--- config.mk ---
export PLATFORM = sky130hd
export DESIGN_NAME = multicycle_control
export DESIGN_NICKNAME = d
export VERILOG_FILES = /design/src/rtl/cpu_pkg.sv /design/src/rtl/retire_counter.sv /design/src/rtl/multicycle_control.sv
export SDC_FILE = /design/constraint.sdc
export NUM_CORES = 1
export LEC_CHECK = 0
export BUFFER_PORTS_ARGS = -buffer_cell sky130_fd_sc_hd__buf_2
export CAP_MARGIN = 30
export CORE_UTILIZATION = 30
export CTS_BUF_LIST = sky130_fd_sc_hd__clkbuf_8
export CTS_CLUSTER_DIAMETER = 120
export DETAILED_ROUTE_END_ITERATION = 8
export SLEW_MARGIN = 20
export SYNTH_ARGS = -nofsm -noshare
export SYNTH_HDL_FRONTEND = slang
export SYNTH_SLANG_ARGS = --single-unit
--- constraint.sdc ---
create_clock -name clk -period 2.4 [get_ports clk]
set_input_delay 0.12 -clock clk [delete_from_list [all_inputs] [get_ports clk]]
set_output_delay 0.12 -clock clk [all_outputs]
set_load 0.005 [all_outputs]
--- src/rtl/cpu_pkg.sv ---
// Shared CPU control definitions: opcodes, FSM state codes, datapath mux encodings
// and the control-word payload driven by the multi-cycle sequencer.
package cpu_pkg;

    localparam int unsigned STATE_W = 4;

    typedef logic [STATE_W-1:0] state_t;

    localparam logic [5:0] OP_RTYPE = 6'd0;
    localparam logic [5:0] OP_BEQ   = 6'd1;
    localparam logic [5:0] OP_LW    = 6'd2;
    localparam logic [5:0] OP_SW    = 6'd3;
    localparam logic [5:0] OP_ADDI  = 6'd4;
    localparam logic [5:0] OP_ANDI  = 6'd5;
    localparam logic [5:0] OP_XORI  = 6'd6;
    localparam logic [5:0] OP_SLTI  = 6'd7;
    localparam logic [5:0] OP_J     = 6'd8;
    localparam logic [5:0] OP_JAL   = 6'd9;
    localparam logic [5:0] OP_JR    = 6'd10;

    localparam state_t S_FETCH    = 4'd0;
    localparam state_t S_DECODE   = 4'd1;
    localparam state_t S_EXEC_R   = 4'd2;
    localparam state_t S_EXEC_I   = 4'd3;
    localparam state_t S_ALU_WB   = 4'd4;
    localparam state_t S_MEM_ADDR = 4'd5;
    localparam state_t S_MEM_RD   = 4'd6;
    localparam state_t S_MEM_WB   = 4'd7;
    localparam state_t S_MEM_WR   = 4'd8;
    localparam state_t S_BRANCH   = 4'd9;
    localparam state_t S_JUMP     = 4'd10;
    localparam state_t S_JAL_WB   = 4'd11;
    localparam state_t S_JR_EX    = 4'd12;
    localparam state_t S_TRAP     = 4'd13;

    localparam logic [1:0] ALU_ADD   = 2'b00;
    localparam logic [1:0] ALU_SUB   = 2'b01;
    localparam logic [1:0] ALU_IMM   = 2'b10;
    localparam logic [1:0] ALU_RTYPE = 2'b11;

    localparam logic [1:0] SRCB_RT     = 2'b00;
    localparam logic [1:0] SRCB_FOUR   = 2'b01;
    localparam logic [1:0] SRCB_IMM    = 2'b10;
    localparam logic [1:0] SRCB_IMM_SH = 2'b11;

    localparam logic [1:0] PC_ALU    = 2'b00;
    localparam logic [1:0] PC_ALUOUT = 2'b01;
    localparam logic [1:0] PC_JUMP   = 2'b10;
    localparam logic [1:0] PC_RS     = 2'b11;

    typedef struct packed {
        logic       mem_req;
        logic       mem_we;
        logic       i_or_d;
        logic       ir_write;
        logic       pc_write;
        logic       reg_write;
        logic       reg_dst;
        logic       mem_to_reg;
        logic       link;
        logic       alu_src_a;
        logic [1:0] alu_src_b;
        logic [1:0] alu_op;
        logic [1:0] pc_source;
        logic       illegal;
    } ctl_t;

endpackage

--- src/rtl/retire_counter.sv ---
// Retired-instruction counter; wraps naturally at 2^CNT_W.
module retire_counter #(
    parameter int unsigned CNT_W = 32
) (
    input  logic             clk,
    input  logic             rst,
    input  logic             inc,
    output logic [CNT_W-1:0] count
);

    always_ff @(posedge clk or posedge rst) begin
        if (rst) begin
            count <= '0;
        end else if (inc) begin
            count <= count + CNT_W'(1);
        end
    end

endmodule

--- src/rtl/multicycle_control.sv ---
// Multi-cycle main control FSM: sequences fetch/decode/execute/memory/write-back
// with a memory ready handshake, sticky illegal-opcode trap and retire counter.
module multicycle_control
    import cpu_pkg::*;
#(
    parameter int unsigned OPCODE_W = 6,
    parameter int unsigned CNT_W    = 32
) (
    input  logic                clk,
    input  logic                rst,
    input  logic [OPCODE_W-1:0] opcode,
    input  logic                alu_zero,
    input  logic                mem_ready,
    output logic                mem_req,
    output logic                mem_we,
    output logic                i_or_d,
    output logic                ir_write,
    output logic                pc_write,
    output logic                reg_write,
    output logic                reg_dst,
    output logic                mem_to_reg,
    output logic                link,
    output logic                alu_src_a,
    output logic [1:0]          alu_src_b,
    output logic [1:0]          alu_op,
    output logic [1:0]          pc_source,
    output logic                illegal,
    output logic [CNT_W-1:0]    retired,
    output logic [3:0]          state_o
);

    state_t state;
    state_t next_state;
    ctl_t   ctl;
    ctl_t   ctl_out;
    logic   inc;

    always_ff @(posedge clk or posedge rst) begin
        if (rst) begin
            state <= S_FETCH;
        end else begin
            state <= next_state;
        end
    end

    // Next-state and control decode; FETCH/BRANCH enables are Mealy, rest Moore.
    always_comb begin
        next_state = state;
        ctl        = '0;
        case (state)
            S_FETCH: begin
                ctl.mem_req   = 1'b1;
                ctl.alu_src_b = SRCB_FOUR;
                ctl.pc_source = PC_ALU;
                if (mem_ready) begin
                    ctl.ir_write = 1'b1;
                    ctl.pc_write = 1'b1;
                    next_state   = S_DECODE;
                end
            end
            S_DECODE: begin
                ctl.alu_src_b = SRCB_IMM_SH;
                case (opcode)
                    OPCODE_W'(OP_RTYPE): next_state = S_EXEC_R;
                    OPCODE_W'(OP_ADDI),
                    OPCODE_W'(OP_ANDI),
                    OPCODE_W'(OP_XORI),
                    OPCODE_W'(OP_SLTI):  next_state = S_EXEC_I;
                    OPCODE_W'(OP_LW),
                    OPCODE_W'(OP_SW):    next_state = S_MEM_ADDR;
                    OPCODE_W'(OP_BEQ):   next_state = S_BRANCH;
                    OPCODE_W'(OP_J):     next_state = S_JUMP;
                    OPCODE_W'(OP_JAL):   next_state = S_JAL_WB;
                    OPCODE_W'(OP_JR):    next_state = S_JR_EX;
                    default:             next_state = S_TRAP;
                endcase
            end
            S_EXEC_R: begin
                ctl.alu_src_a = 1'b1;
                ctl.alu_src_b = SRCB_RT;
                ctl.alu_op    = ALU_RTYPE;
                next_state    = S_ALU_WB;
            end
            S_EXEC_I: begin
                ctl.alu_src_a = 1'b1;
                ctl.alu_src_b = SRCB_IMM;
                ctl.alu_op    = (opcode == OPCODE_W'(OP_ADDI)) ? ALU_ADD : ALU_IMM;
                next_state    = S_ALU_WB;
            end
            S_ALU_WB: begin
                ctl.reg_write = 1'b1;
                ctl.reg_dst   = (opcode == OPCODE_W'(OP_RTYPE));
                next_state    = S_FETCH;
            end
            S_MEM_ADDR: begin
                ctl.alu_src_a = 1'b1;
                ctl.alu_src_b = SRCB_IMM;
                ctl.alu_op    = ALU_ADD;
                next_state    = (opcode == OPCODE_W'(OP_LW)) ? S_MEM_RD : S_MEM_WR;
            end
            S_MEM_RD: begin
                ctl.mem_req = 1'b1;
                ctl.i_or_d  = 1'b1;
                if (mem_ready) next_state = S_MEM_WB;
            end
            S_MEM_WB: begin
                ctl.reg_write  = 1'b1;
                ctl.mem_to_reg = 1'b1;
                next_state     = S_FETCH;
            end
            S_MEM_WR: begin
                ctl.mem_req = 1'b1;
                ctl.mem_we  = 1'b1;
                ctl.i_or_d  = 1'b1;
                if (mem_ready) next_state = S_FETCH;
            end
            S_BRANCH: begin
                ctl.alu_src_a = 1'b1;
                ctl.alu_src_b = SRCB_RT;
                ctl.alu_op    = ALU_SUB;
                ctl.pc_source = PC_ALUOUT;
                ctl.pc_write  = alu_zero;
                next_state    = S_FETCH;
            end
            S_JUMP: begin
                ctl.pc_write  = 1'b1;
                ctl.pc_source = PC_JUMP;
                next_state    = S_FETCH;
            end
            S_JAL_WB: begin
                ctl.reg_write = 1'b1;
                ctl.link      = 1'b1;
                ctl.pc_write  = 1'b1;
                ctl.pc_source = PC_JUMP;
                next_state    = S_FETCH;
            end
            S_JR_EX: begin
                ctl.pc_write  = 1'b1;
                ctl.pc_source = PC_RS;
                next_state    = S_FETCH;
            end
            S_TRAP: begin
                ctl.illegal = 1'b1;
            end
            default: next_state = S_FETCH;
        endcase
    end

    // Reset must kill every enable in the same cycle, including FETCH's mem_req.
    assign ctl_out    = rst ? '0 : ctl;
    assign mem_req    = ctl_out.mem_req;
    assign mem_we     = ctl_out.mem_we;
    assign i_or_d     = ctl_out.i_or_d;
    assign ir_write   = ctl_out.ir_write;
    assign pc_write   = ctl_out.pc_write;
    assign reg_write  = ctl_out.reg_write;
    assign reg_dst    = ctl_out.reg_dst;
    assign mem_to_reg = ctl_out.mem_to_reg;
    assign link       = ctl_out.link;
    assign alu_src_a  = ctl_out.alu_src_a;
    assign alu_src_b  = ctl_out.alu_src_b;
    assign alu_op     = ctl_out.alu_op;
    assign pc_source  = ctl_out.pc_source;
    assign illegal    = ctl_out.illegal;
    assign state_o    = rst ? 4'(S_FETCH) : 4'(state);

    assign inc = (state != S_FETCH) && (next_state == S_FETCH);

    retire_counter #(
        .CNT_W(CNT_W)
    ) u_retire_counter (
        .clk   (clk),
        .rst   (rst),
        .inc   (inc),
        .count (retired)
    );

endmodule

Yosys cells after proc, flatten, opt, wreduce, memory -nomap -nowiden:

Memory sizes are Yosys's and may differ from the RTL's.
Index checks and enable logic that the tools add are counted.

* $add $sub $neg: 1
* eq/ne operators: 15
* muxes and demuxes: 24
* reduce and logical (&&, ||, !) cells: 14

Operators by type and width (number)
* adder 32 x 1 -> 32 bit (second input constant): 1
* one-hot mux 4 bit (7 select lines): 1
* equality test 4 bit (second input constant): 6
* two-way mux 4 bit: 6
* one-hot mux 2 bit (3 select lines): 3
* two-way mux 17 bit: 1
* equality test 4 x 3 -> 1 bit (second input constant): 4
* two-way mux 1 bit: 10
* OR reduction 3 bit: 3
* equality test 4 x 2 -> 1 bit (second input constant): 2
* logical NOT 4 bit: 2
* OR reduction 2 bit: 4
* equality test 6 x 2 -> 1 bit (second input constant): 1
* equality test 6 x 3 -> 1 bit (second input constant): 1
* logical NOT 6 bit: 1
* equality test 4 x 1 -> 1 bit (second input constant): 1
* two-way mux 2 bit: 2
* nonzero test 4 bit: 1
* OR reduction 4 bit: 1
* one-hot mux 1 bit (3 select lines): 1
* logical NOT 2 bit: 1
* logical AND 1 bit: 1

* register bits after elaboration: 36
* bits in read-only memories: 64
* input port bits: 10
* output and inout port bits: 53
* memories: 1

Memory list
* (name not given): words 16, bits a word 4, read ports 1, clocked after Yosys merged registers in 0, wr ports 0, RTL line multicycle_control.sv:63 `case (opcode)`

Logic depth before layout (Yosys ltp):

* word-level depth: 5
* depth in mapped cells: 9

Modules after synthesis:

From an unflattened synthesis, not the netlist that was laid out.

* cells, all modules: 221
* area total of the unflattened synthesis: 2120.8 um^2

Modules (own cells, without submodules)
* retire_counter: instances 1, cells an instance 126, area each 1510.2 um^2
* multicycle_control: instances 1, cells an instance 95, area each 610.6 um^2

Worst setup path before layout:

OpenSTA, ideal clock, no wires.

* kind: register to register
* start point: register state[2]
* end point: register u_retire_counter.count[22]
* setup time: 0.125 ns
* data arrival time: 1.824 ns
* required time: 2.275 ns
* slack: 0.451 ns
* stages on the path, launching flop included: 10
* buffers on the path: 3
* clock period less this slack: 1.949 ns
* cells stage by stage: dfrtp_1 buf_2 buf_4 nand2_1 a21o_1 o221ai_1 nor4_1 buf_2 nand4_1 xnor2_1

* word-level cells in the longest chain between the ends: 5
* elaborated cells between the ends (all ways): 16
* those cells by class: 7 x eq/ne; 4 x mux; 5 x reduce/logical

RTL lines
* start, declared: RTL line multicycle_control.sv:32 `state_t state;`
* start signal, assigned: RTL line multicycle_control.sv:42 `state <= next_state;`
* equality test 4 x 2 -> 1 bit: RTL line multicycle_control.sv:50 `case (state)`
* OR reduction 2 bit (no line)
* one-hot mux 4 bit (7 select lines): RTL line multicycle_control.sv:50
* logical NOT 4 bit: RTL line multicycle_control.sv:167 `assign inc = (state != S_FETCH) && (next_state == S_FETCH);`
* logical AND 1 bit (*): RTL line multicycle_control.sv:167
* end signal, assigned: RTL line retire_counter.sv:15 `count <= count + CNT_W'(1);`
* end, declared: RTL line retire_counter.sv:8 `output logic [CNT_W-1:0] count`

Every way passes the cells marked *; elsewhere a longest branch is shown, timed or not.
A chain may end at the register's enable or synchronous reset.

Worst setup path after layout:

* start point: register state[2]
* end point: register u_retire_counter.count[23]

Same word-level chain as after synthesis.

==> out/results.txt <==
outcome: completed
die height: 86.8 um
WP data required: 2.61 ns
FF+latch count, synth: 36
Avg Inst Size Synth: 9.03 um^2
most frequent cells in the layout: 62 x buf_2, 34 x dfrtp_1, 28 x nand2_1, 26 x xnor2_1, 18 x nor2_1
reg2reg path depth: 7
total number of yosys warnings: 0
Crit Reg-Reg Startpoint: state[2]
worst clock skew: 0.00534 ns
vias in the first global route: 1,856
Final period util: 93.8%
Tot Pwr: 1090 uW
post-synth cell types: 44
static leakage: 0.00139 uW
Clock transition at path regs: 0.07 ns
fin cells: 405
via count: 2,003
Placed Instances: 396
gp weighted congestion: 0.827
RSZ-0062 raised after global routing: false
Post-Layout Inst Area: 2730 um^2
GRT Util Overall: 15.1%
register area: 903 um^2
Post-CTS Setup Inserts: 0
antenna violations before repair: 0
area of the multi-input gates: 1170 um^2
cts bufs inserted: 5
Max VDD drop: 206 uV
die area: 7530 um^2
Synthesized Nets: 250
CP Launch Point: state[2]
CP Class: flop to flop
commonest non-fill, non-tap cell in the layout: buf_2
ANT cells: 0
global route total overflow: 0
Worst-Skew Late Latency: 0.29 ns
Initial DRC Count: 67
flop2flop setup slack: 0.15 ns
nets: 319
CTS tree: yes
Post-Route WL: 5390 um
relative slew slack: 67.7%
Post-synth ARST share: 100%
final hold violation count: 0
Layout Utilization: 39.8%
hold crit path type: primary input to async pin
critical path fanouts, max: 12
crit start category: flop
largest net degree at the start of global routing: 37
Post-DP HPWL: 3900 um
Clock Tree Root: clkbuf_8
top cells by area, synth: dfrtp_1 42%, xnor2_1 11%, nand2_1 4.9%
Remaining DRCs: 0
Starting Density: 31.4%
Syn Std Cell Area: 2160 um^2
Rows: 30
clock sink total: 36
Peak Freq: 0.444 GHz
Die W: 86.8 um
IO Pins: 63
sequential fraction of the synthesis area: 41.8%
layout cells sized above 1: 30.1%
fin crit period: 2.25 ns
Cell Area, Placed: 2630 um^2
layout overhead on the synthesized area: 26.7%
ys flop type: dfrtp_1
global-route wire length before repair: 8980 um
IO buf count: 62
Yosys top cell area share: 41.8%
routed length per instance: 13.3 um
Worst setup EP type: flop
htree depth: 2
vias per inst: 4.95
Final setup viols: 0
Max Cap Viol: 0
area leader, netlist: dfrtp_1
core area: 6870 um^2
Fill cells: 736
Data arrival, critical path: 2.46 ns
EDFF count, synth: 0
Final Slew Violations: 0
Cells after Synth: 239
Worst Tran Pin Value: 0.478 ns
Longest Clk Path Bufs: 2
r2r endpoint: u_retire_counter.count[23]
Cell Pwr Density: 399 nW/um^2
crit path to: u_retire_counter.count[23]
DRT antenna net count: 0
setup TNS: 0 ns
Pre-Repair DR Iteration Count: 5
## layout make-up
| class | instances | area share (%) |
|---|---|---|
| multi-input cells | 180 | 42.7 |
| flip-flops and latches | 36 | 33.1 |
| clock inverters | 2 | 0.275 |
| repair buffers | 77 | 15.5 |
| clock buffers | 6 | 3.02 |
| inverters | 8 | 1.10 |
| well taps | 96 | 4.40 |
## registers in the layout (all words and copies together) (netlist names)
| register | count |
|---|---|
| state | 4 |
| u_retire_counter.count | 32 |
## critical path, stage by stage, from the launching register on
cell	delay, ns
dfrtp_2	0.49
xor2_1	0.24
o32a_1	0.19
o221ai_1	0.15
buf_4	0.18
or3_1	0.45
nor3_1	0.31
xor2_1	0.17
## cell usage after synthesis (all sizes together) (3+ instances only)
cell	instances
a21oi	5
inv	8
and3	8
and2	3
nand2b	5
nand3	11
nor4	3
nor2	18
buf	7
dfrtp	36
o21ai	3
nand4	16
clkbuf	8
nor3	16
or3	4
and4	5
xor2	7
xnor2	26
nand2	28
## where the power goes
| part | total, uW | switching (uW) | leakage [uW] | internal, uW |
|---|---|---|---|---|
| clock | 434 | 208 | 0.0000538 | 226 |
| sequential | 606 | 0 | 0.000486 | 606 |
| combinational | 50.0 | 33.5 | 0.000855 | 16.6 |
| total | 1090 | 242 | 0.00139 | 849 |
## logic make-up (layout without fill, tap and decap cells)
kind of cell / Yosys count / after routing / share of synthesized area, %
AO/OA/AOI/OAI: 18 / 18 / 6.09
XOR/XNOR: 33 / 33 / 13.4
adder cells (fa/ha/maj): 1 / 1 / 0.580
buffers and inverters: 23 / 93 / 4.47
flip-flops: 36 / 36 / 41.8
multiplexers: 2 / 2 / 0.928
AND/OR/NAND/NOR: 126 / 126 / 32.8
## layer usage
| metal | GRT usage [%] | vias up | share of wire [%] |
|---|---|---|---|
| met2 | 23.8 | 66 | 46 |
| met4 | 4.09 | 0 | 0.89 |
| met1 | 20.9 | 953 | 48 |
| li1 | - | 979 | - |
| met3 | 3.43 | 5 | 5.8 |
| met5 | 0 | - | 0 |
## how the worst min path moves through the flow
stage / end / from / depth (start not counted)
6_report: u_retire_counter.count[19] / rst / 3
5_1_grt: u_retire_counter.count[20] / rst / 3
4_1_cts: u_retire_counter.count[15] / rst / 3
3_5_place_dp: u_retire_counter.count[18] / rst / 3
3_3_place_gp: u_retire_counter.count[18] / rst / 3
2_1_floorplan: state[0] / opcode[2] / 2
## stage by stage
stage | setup WS, ns | hold slack [ns]
floorplan | 0.451 | 0.257
global route | 0.0205 | 0.202
detailed placement | 0.0294 | 0.453
CTS | 0.0102 | 0.151
global placement | 0.0776 | 0.459
finish | 0.148 | 0.139
## timing repair
item	4_1_cts	5_1_grt
endpoints found under the hold margin	0	0
endpoints found under the setup margin	0	5
gates resized for setup	0	2
hold buffers	0	0
Note: power is estimated with default switching activity, not from simulation.
